[src/rtl/burst_cmd_arbiter.sv]
// -----------------------------------------------------------------------------
// burst_cmd_arbiter
//
// Round-robin arbiter that collects full-burst and tail-burst requests from NUM
// fifo status controllers and turns the winner into one AXI-style command.
// Each grant runs IDLE -> ISSUE -> WAIT_DONE -> RELEASE. The winner sees a resp
// pulse when the master accepts the command and a done pulse when the transfer
// completes. RELEASE always takes one cycle, so done reaches the requester
// before that requester can be granted again.
//
// Optional feature macro: BURST_ARB_TIMEOUT_EN
//   When defined, a completion watchdog is added, with parameter TIMEOUT and
//   output timeout_err. If TIMEOUT cycles pass in WAIT_DONE without cmd_done,
//   the block pulses timeout_err and done[winner] and then releases the grant.
//
// Ports
//   clock      : rising-edge clock
//   rst        : asynchronous, active-high reset
//   burst_req  : per-requester full-burst request level   [NUM]
//   tail_req   : per-requester tail-burst request level   [NUM]
//   req_len    : packed lengths, requester i at [i*LSIZE +: LSIZE]
//   resp       : one-cycle accept pulse to the winner     [NUM]
//   done       : one-cycle completion pulse to the winner [NUM]
//   cmd_valid  : command valid to the master
//   cmd_ready  : master accepts the command
//   cmd_len    : burst length of the command              [LSIZE]
//   cmd_tail   : the command is a tail burst
//   cmd_id     : index of the granted requester           [IDW]
//   cmd_done   : completion pulse from the master
//   busy       : high in every state except IDLE
//   timeout_err: watchdog expiry pulse (only when the macro is defined)
// -----------------------------------------------------------------------------
module burst_cmd_arbiter #(
  parameter int NUM   = 4,
  parameter int LSIZE = 9,
  parameter int IDW   = 3
`ifdef BURST_ARB_TIMEOUT_EN
  ,
  parameter int TIMEOUT = 1023
`endif
) (
  input  logic                 clock,
  input  logic                 rst,
  input  logic [NUM-1:0]       burst_req,
  input  logic [NUM-1:0]       tail_req,
  input  logic [NUM*LSIZE-1:0] req_len,
  output logic [NUM-1:0]       resp,
  output logic [NUM-1:0]       done,
  output logic                 cmd_valid,
  input  logic                 cmd_ready,
  output logic [LSIZE-1:0]     cmd_len,
  output logic                 cmd_tail,
  output logic [IDW-1:0]       cmd_id,
  input  logic                 cmd_done,
`ifdef BURST_ARB_TIMEOUT_EN
  output logic                 timeout_err,
`endif
  output logic                 busy
);

  typedef enum logic [1:0] {
    IDLE      = 2'd0,
    ISSUE     = 2'd1,
    WAIT_DONE = 2'd2,
    RELEASE   = 2'd3
  } state_t;

  state_t state_r;
  state_t state_s;

  logic [IDW-1:0]   rr_ptr_r;
  logic [NUM-1:0]   req_any_s;
  logic             found_s;
  logic [IDW-1:0]   win_s;
  logic [LSIZE-1:0] win_len_s;
  logic             win_tail_s;
  logic [IDW-1:0]   rr_next_s;
  logic             grant_s;
  logic             accept_s;
  logic             done_ev_s;
  logic             tmo_fire_s;
  logic             tmo_hold_s;
  int               dist_s;
  int               best_s;

  logic             cmd_valid_r;
  logic             cmd_valid_s;
  logic [LSIZE-1:0] cmd_len_r;
  logic             cmd_tail_r;
  logic [IDW-1:0]   cmd_id_r;
  logic [NUM-1:0]   resp_r;
  logic [NUM-1:0]   resp_s;
  logic [NUM-1:0]   done_r;
  logic [NUM-1:0]   done_s;
  logic             busy_r;
  logic             busy_s;

  // A requester asking for a burst, a tail, or both is a candidate.
  assign req_any_s = burst_req | tail_req;
  assign grant_s   = (state_r == IDLE) && found_s;
  assign accept_s  = (state_r == ISSUE) && cmd_ready;

  // Round-robin pick: the candidate nearest to rr_ptr, counting upward and
  // wrapping modulo NUM, wins.
  always_comb begin
    found_s = 1'b0;
    win_s   = {IDW{1'b0}};
    best_s  = NUM;
    dist_s  = 0;
    for (int i = 0; i < NUM; i++) begin
      if (i >= int'(rr_ptr_r)) begin
        dist_s = i - int'(rr_ptr_r);
      end else begin
        dist_s = i - int'(rr_ptr_r) + NUM;
      end
      if (req_any_s[i] && (dist_s < best_s)) begin
        best_s  = dist_s;
        win_s   = IDW'(i);
        found_s = 1'b1;
      end else begin
        found_s = found_s;
      end
    end
  end

  // Fetch the winner's length and tail flag. A tail request takes precedence
  // over a full burst from the same requester.
  always_comb begin
    win_len_s  = {LSIZE{1'b0}};
    win_tail_s = 1'b0;
    for (int i = 0; i < NUM; i++) begin
      if (win_s == IDW'(i)) begin
        win_len_s  = req_len[i*LSIZE +: LSIZE];
        win_tail_s = tail_req[i];
      end else begin
        win_tail_s = win_tail_s;
      end
    end
  end

  // The pointer moves one past the winner and wraps after NUM-1.
  assign rr_next_s = (win_s == IDW'(NUM - 1)) ? {IDW{1'b0}} : (win_s + IDW'(1));

`ifdef BURST_ARB_TIMEOUT_EN
  localparam int CW = (TIMEOUT < 2) ? 1 : $clog2(TIMEOUT + 1);
  logic [CW-1:0] wd_cnt_r;
  logic          timeout_err_r;

  // The watchdog counts WAIT_DONE cycles. It reads 0 in the first cycle of
  // WAIT_DONE and is cleared in every other state.
  always_ff @(posedge clock or posedge rst) begin
    if (rst) begin
      wd_cnt_r <= {CW{1'b0}};
    end else if (state_r == WAIT_DONE) begin
      wd_cnt_r <= wd_cnt_r + CW'(1);
    end else begin
      wd_cnt_r <= {CW{1'b0}};
    end
  end

  // The fire cycle is the last counted cycle before the limit; the pulse is
  // registered on its closing edge. The following cycle (count == TIMEOUT)
  // moves to RELEASE and ignores any late cmd_done.
  assign tmo_fire_s = (state_r == WAIT_DONE) && !cmd_done && (wd_cnt_r == CW'(TIMEOUT - 1));
  assign tmo_hold_s = (state_r == WAIT_DONE) && (wd_cnt_r == CW'(TIMEOUT));

  // Registered watchdog expiry pulse.
  always_ff @(posedge clock or posedge rst) begin
    if (rst) begin
      timeout_err_r <= 1'b0;
    end else begin
      timeout_err_r <= tmo_fire_s;
    end
  end

  assign timeout_err = timeout_err_r;
`else
  assign tmo_fire_s = 1'b0;
  assign tmo_hold_s = 1'b0;
`endif

  assign done_ev_s = (state_r == WAIT_DONE) && ((cmd_done && !tmo_hold_s) || tmo_fire_s);

  // FSM state register.
  always_ff @(posedge clock or posedge rst) begin
    if (rst) begin
      state_r <= IDLE;
    end else begin
      state_r <= state_s;
    end
  end

  // FSM next-state logic.
  always_comb begin
    state_s = state_r;
    case (state_r)
      IDLE: begin
        if (found_s) begin
          state_s = ISSUE;
        end else begin
          state_s = IDLE;
        end
      end
      ISSUE: begin
        if (cmd_ready) begin
          state_s = WAIT_DONE;
        end else begin
          state_s = ISSUE;
        end
      end
      WAIT_DONE: begin
        if (tmo_hold_s || cmd_done) begin
          state_s = RELEASE;
        end else begin
          state_s = WAIT_DONE;
        end
      end
      RELEASE: state_s = IDLE;
      default: state_s = IDLE;
    endcase
  end

  // FSM output logic: next values of the registered outputs. The pulses go
  // to the granted requester only, so at most one bit is ever set.
  always_comb begin
    cmd_valid_s = (state_s == ISSUE);
    busy_s      = (state_s != IDLE);
    resp_s      = {NUM{1'b0}};
    done_s      = {NUM{1'b0}};
    for (int i = 0; i < NUM; i++) begin
      resp_s[i] = accept_s && (cmd_id_r == IDW'(i));
      done_s[i] = done_ev_s && (cmd_id_r == IDW'(i));
    end
  end

  // Output and command registers. The command fields are captured only on
  // the grant edge, so later request changes cannot disturb them.
  always_ff @(posedge clock or posedge rst) begin
    if (rst) begin
      cmd_valid_r <= 1'b0;
      cmd_len_r   <= {LSIZE{1'b0}};
      cmd_tail_r  <= 1'b0;
      cmd_id_r    <= {IDW{1'b0}};
      rr_ptr_r    <= {IDW{1'b0}};
      resp_r      <= {NUM{1'b0}};
      done_r      <= {NUM{1'b0}};
      busy_r      <= 1'b0;
    end else begin
      cmd_valid_r <= cmd_valid_s;
      resp_r      <= resp_s;
      done_r      <= done_s;
      busy_r      <= busy_s;
      if (grant_s) begin
        cmd_len_r  <= win_len_s;
        cmd_tail_r <= win_tail_s;
        cmd_id_r   <= win_s;
        rr_ptr_r   <= rr_next_s;
      end else begin
        cmd_id_r   <= cmd_id_r;
      end
    end
  end

  assign cmd_valid = cmd_valid_r;
  assign cmd_len   = cmd_len_r;
  assign cmd_tail  = cmd_tail_r;
  assign cmd_id    = cmd_id_r;
  assign resp      = resp_r;
  assign done      = done_r;
  assign busy      = busy_r;

endmodule

[config.mk]
export PLATFORM = sky130hd
export DESIGN_NAME = burst_cmd_arbiter
export DESIGN_NICKNAME = d
export VERILOG_FILES = /design/src/rtl/burst_cmd_arbiter.sv
export SDC_FILE = /design/constraint.sdc
export NUM_CORES = 1
export LEC_CHECK = 0
export CAP_MARGIN = 20
export CORE_MARGIN = 2
export CORE_UTILIZATION = 50
export CTS_CLUSTER_SIZE = 24
export DETAILED_ROUTE_END_ITERATION = 7
export PLACE_DENSITY = 0.85
export SKIP_LAST_GASP = 1
export SLEW_MARGIN = 30
export SYNTH_ARGS = -nofsm -noshare
export SYNTH_HDL_FRONTEND = slang
export SYNTH_SLANG_ARGS = --single-unit
[constraint.sdc]
create_clock -name clock -period 18.8 [get_ports clock]
set_input_delay 3.76 -clock clock [delete_from_list [all_inputs] [get_ports clock]]
set_output_delay 3.76 -clock clock [all_outputs]
set_load 0.05 [all_outputs]
==> results.md, run 1 <==
- Initial DRC count: 158
- YS warnings: 0
- Worst-Margin Slew: 0.654 ns
- Worst path most repeated cell: ha_1
- Final Cycle Share: 53.3%
- H-tree depth: 1
- Vias per std cell: 5.55
- Crit. End Element: flop
- Outcome: finished, final reports clean
- Cts hold-fix bufs: 0
- Setup violators final: 0
- Share of the yosys chip area belonging to registers: 31.0%
- Layout area overhead: 36.4%
- WS Path Type: input port to flop
- Top-area cell type share of the netlist area: 31.0%
- Drt wl/cell: 16.2 um
- Core Area: 4030 um2
- Normalized max-slew margin: 56.4%
- WP data arrival: 10.24 ns
- Worst setup startpoint: tail_req[0]
- Required @ worst endpoint: 19.02 ns
- Clk Latency, worst-skew pair: 0.27 ns
- Clk sinks: 26
- Final WL: 5650 um
- # rows: 23
- Seq cells post-synth: 26
- Initial antenna violation count: 0
- Placed Instances: 345
- CTS tree: built
- Cts bufs inserted: 3
- CP Launch Type: input port
- CTS clock-pin slew for the worst setup and hold paths: 0.09 ns
- Top_reg_cell synth: dfrtp_1
- Global-route wire length before repair: 8440 um
- Die width: 68.7 um
- Pre-CTS setup slack: 8.58 ns
- Routed via count: 1,938
- Yosys top cell by area: dfrtp_1
- Mapped Area: 2100 um2
- HP Class: flop to flop
- Synth top cells by count: nor2_1, dfrtp_1, nand2_1
- Vias in the first global route: 1,842
- Port Buffers: 69
- Post-route ant nets: 0
- Post-DP HPWL: 4280 um
- Final Max Slew Viols: 0
- Min setup slack post-route: 8.78 ns
- R2R Path Start: rr_ptr_r[1]$_DFFE_PP0P_
- Crit-path max cell delay: 0.53 ns
- CP delay by family, top: simple AND/OR/NAND/NOR gates
- Antenna diode count: 0
- Reg2reg setup slack: 11.66 ns
- Initial Util: 52.0%
- Largest net degree at the start of global routing: 27
- Die H: 68.7 um
- R2R cell count: 30
- GPL Wtd Cong: 0.834
- CP max FO: 13
- Gr ovfl total: 0
- GRT Total Usage: 23.7%
- RSZ-0062 raised after global routing: false
- Async SR Flop Fraction: 100%
- Setup Fix Bufs, Post-CTS: 0
- Hold-critical path depth: 1
- Syn_area_per_cell: 8.99 um2
- Most common cell in the synthesized netlist: nor2_1
- Post_cts resized: 0
- Die area: 4730 um2
- RR Endpoint: cmd_len[5]$_DFFE_PP0P_
- Total Neg Setup Slack: 0 ns
- Drt drc: 0
- Final Skew: 0.00273 ns
- Max frequency: 99.8 MHz
- Worst-case clock buffer depth: 2
- Area contributors post-synth: dfrtp_1, ha_1, mux2_4, a21oi_1, nor2_1
- Hold Violations, Final: 0
- Root Buffer: clkbuf_8
- Max-cap check violation count: 0
- Slowest CP cell: clkdlybuf4s50_1
- Synth cell types: 61
- IO Count: 71
- Crit path buf inv count: 1
- Cells after Synth: 233
- NumNets Final: 367
- Hold EP: cmd_len[6]$_DFFE_PP0P_
- Number of synthesized flops with an enable pin: 0
- Drt first pass iters: 4
- Layout cell share with drive strength beyond 1: 12.0%
- Hold Path Origin: cmd_len[6]$_DFFE_PP0P_
- Post-layout min period: 10.02 ns
- Final std cells w/o fill: 349
stage by stage:
stage	util, %	hold WS, ns	area (um2)
4_1_cts	71.0	0.522	2860
5_1_grt	71.0	0.542	2860
6_report	71.0	0.521	2860
3_5_place_dp	69.2	0.497	2790
2_1_floorplan	-	0.497	2110
3_3_place_gp	69.2	0.492	2790
state kept, by name, indices dropped and copies added, names as in the netlist:
| signal | flops |
|---|---|
| state_r | 2 |
| cmd_len | 9 |
| cmd_valid | 1 |
| busy | 1 |
| resp | 4 |
| cmd_tail | 1 |
| rr_ptr_r | 2 |
| done | 4 |
| cmd_id | 2 |
cells by family after synthesis:
family | after synthesis | synth area share, %
AO/OA/AOI/OAI | 72 | 24.2
AND/OR/NAND/NOR | 86 | 20.8
other | 1 | 0.179
multiplexers | 11 | 7.52
buffers and inverters | 18 | 4.90
flip-flops | 26 | 31.0
adder cells (fa/ha/maj) | 19 | 11.3
placed cells by master, fill, tap and decap left out, types with 2 or more instances in the layout:
cell type / instances
nor2b_1: 2
clkdlybuf4s50_1: 69
nand2_1: 23
dfrtp_1: 26
o21a_1: 2
conb_1: 4
nor2_1: 27
or3b_1: 2
inv_1: 7
mux2_2: 2
or2_2: 2
and2_1: 4
nand3_1: 2
o221ai_1: 2
a21oi_1: 21
ha_1: 19
a22oi_1: 8
mux2_4: 9
nor3_1: 4
o21ai_0: 17
nand3b_1: 3
clkbuf_8: 3
nand2b_1: 5
area by class of cell:
type	instances	area, um2
clock inverters	1	30.0
fillers	305	1170
repair buffers	69	691
flip-flops and latches	26	651
clock buffers	3	41.3
multi-input cells	192	1350
well taps	50	62.6
inverters	8	30.0
metal layers:
| layer | vias up | track usage [%] | wire length (um) |
|---|---|---|---|
| li1 | 965 | - | - |
| met1 | 881 | 28.5 | 2350 |
| met2 | 88 | 44.7 | 2780 |
| met3 | 4 | 5.68 | 502 |
| met4 | 0 | 1.47 | 21 |
| met5 | - | 0 | 0 |
worst max path at each step:
| stage | end | depth (start not counted) |
|---|---|---|
| 6_report | cmd_len[5]$_DFFE_PP0P_ | 28 |
| 5_1_grt | cmd_len[5]$_DFFE_PP0P_ | 28 |
| 4_1_cts | cmd_len[5]$_DFFE_PP0P_ | 28 |
| 3_5_place_dp | cmd_len[5]$_DFFE_PP0P_ | 28 |
| 3_3_place_gp | cmd_len[5]$_DFFE_PP0P_ | 28 |
| 2_1_floorplan | cmd_len[8]$_DFFE_PP0P_ | 29 |
Power of run 1 is left out: the tool's default activity adds up to more than one toggle a clock period on the data nets, which glitch-free logic cannot reach.
==> run 2, diff against run 1 <==
--- a/config.mk
+++ b/config.mk
@@ -7,10 +7,10 @@
 export LEC_CHECK = 0
 export CAP_MARGIN = 20
 export CORE_MARGIN = 2
-export CORE_UTILIZATION = 50
+export CORE_UTILIZATION = 46
 export CTS_CLUSTER_SIZE = 24
 export DETAILED_ROUTE_END_ITERATION = 7
-export PLACE_DENSITY = 0.85
+export PLACE_DENSITY = 0.79
 export SKIP_LAST_GASP = 1
 export SLEW_MARGIN = 30
 export SYNTH_ARGS = -nofsm -noshare
==> constraint.sdc (replaced) <==
create_clock -name clock -period 9.7 [get_ports clock]
set_input_delay 1.94 -clock clock [delete_from_list [all_inputs] [get_ports clock]]
set_output_delay 1.94 -clock clock [all_outputs]
set_load 0.05 [all_outputs]
==> run 2 against run 1 <==
Effect of this change: global-route usage is 2.6 points lower; die area is 8.2% higher; critical path depth stayed put; routed wire length is 7.4% lower; critical endpoint is now cmd_len[6]$_DFFE_PP0P_; first-iteration DRC count is 39% lower.
==> results.md, run 2 (synthesis results as in run 1) <==
- Max frequency: 121 MHz
- Layout cell share with drive strength beyond 1: 12.0%
- Drt first pass iters: 4
- Initial Util: 47.8%
- Vias in the first global route: 1,887
- Gr ovfl total: 0
- Slowest CP cell: clkdlybuf4s50_1
- Cts hold-fix bufs: 0
- R2R cell count: 30
- Antenna diode count: 0
- Normalized max-slew margin: 55.8%
- Worst-Margin Slew: 0.663 ns
- Initial DRC count: 96
- RSZ-0062 raised after global routing: false
- H-tree depth: 1
- Max reg flops: 9
- Die width: 71.5 um
- Largest net degree at the start of global routing: 27
- Layout area overhead: 36.5%
- Filler cell count: 383
- CP max FO: 13
- Port Buffers: 69
- Commonest non-fill, non-tap cell in the layout: clkdlybuf4s50_1
- Drt wl/cell: 14.9 um
- Routed via count: 1,937
- Clk sinks: 26
- CP Launch Type: input port
- WS Path Type: input port to flop
- Required @ worst endpoint: 9.91 ns
- Crit path buf inv count: 1
- Clk Latency, worst-skew pair: 0.27 ns
- Post-DP HPWL: 4270 um
- GRT Total Usage: 21.1%
- Cts bufs inserted: 3
- # rows: 24
- CP delay by family, top: simple AND/OR/NAND/NOR gates
- Worst-case clock buffer depth: 2
- Drt drc: 0
- Hold-critical path depth: 1
- IO Count: 71
- Core Area: 4380 um2
- CTS tree: built
- Final WL: 5230 um
- GPL Wtd Cong: 0.878
- Hold Violations, Final: 0
- Crit. End Element: flop
- CTS clock-pin slew for the worst setup and hold paths: 0.08 ns
- Outcome: finished, final reports clean
- Post-route ant nets: 0
- Die area: 5110 um2
- Crit-path max cell delay: 0.57 ns
- Reg2reg setup slack: 2.53 ns
- CP Depth: 28
- Setup Fix Bufs, Post-CTS: 0
- Setup violators final: 0
- Global-route wire length before repair: 8690 um
- Total Neg Setup Slack: 0 ns
- Root Buffer: clkbuf_8
- NumNets Final: 367
- Post_cts resized: 0
- Initial antenna violation count: 0
- Final Max Slew Viols: 0
- Vias per std cell: 5.52
- Post-layout min period: 8.24 ns
- WP data arrival: 8.45 ns
- Final Cycle Share: 84.9%
- Commonest cells after routing, fill and taps aside: clkdlybuf4s50_1, nor2_1, dfrtp_1
- Final Skew: 0.00531 ns
- Die H: 71.5 um
- Worst path most repeated cell: ha_1
- HP Class: flop to flop
- Max-cap check violation count: 0
-- run 2: worst register-to-register path: cells and delay by family, from the launching register on --
| kind | cells | cell delay, ns |
|---|---|---|
| multiplexers | 2 | 0.51 |
| AO/OA/AOI/OAI | 9 | 1.57 |
| flip-flops | 1 | 0.48 |
| AND/OR/NAND/NOR | 12 | 2.69 |
| adder cells (fa/ha/maj) | 6 | 1.67 |
| buffers and inverters | 1 | 0.21 |
-- run 2: final cells by class --
type                            instances  area [um2]  area share (%)
Clock inverter                          1        30.0            1.05
Sequential cell                        26         651            22.7
Timing Repair Buffer                   69         691            24.1
Tap cell                               52        65.1            2.27
Inverter                                8        30.0            1.05
Clock buffer                            3        41.3            1.44
Multi-Input combinational cell        192        1350            47.3
-- run 2: final timing paths --
path,from,end
worst max register to register,rr_ptr_r[1]$_DFFE_PP0P_,cmd_len[6]$_DFFE_PP0P_
worst max-delay path,tail_req[0],cmd_len[6]$_DFFE_PP0P_
min in group asynchronous,rst,resp[3]$_DFF_PP0_
worst min register to register,cmd_len[6]$_DFFE_PP0P_,cmd_len[6]$_DFFE_PP0P_
max in group asynchronous,rst,rr_ptr_r[1]$_DFFE_PP0P_
worst min-delay path,cmd_len[6]$_DFFE_PP0P_,cmd_len[6]$_DFFE_PP0P_
-- run 2: stage by stage --
step	worst slack, ns	cells	area (um2)	hold slack, ns	utilization [%]
floorplan	2.69	236	2110	0.497	-
global placement	1.49	347	2790	0.499	63.6
detailed placement	1.24	347	2790	0.503	63.6
CTS	1.52	351	2860	0.525	65.3
global route	0.957	351	2860	0.538	65.3
finish	1.46	351	2860	0.521	65.3
-- run 2: routing by layer --
metal / global-route usage [%] / up-vias / part of all wire [%]
li1: - / 964 / -
met3: 3.09 / 4 / 5.9
met2: 36.2 / 74 / 51
met4: 4.82 / 0 / 0.71
met1: 28.2 / 895 / 43
met5: 0 / - / 0
Power of run 2 is left out for the same reason.
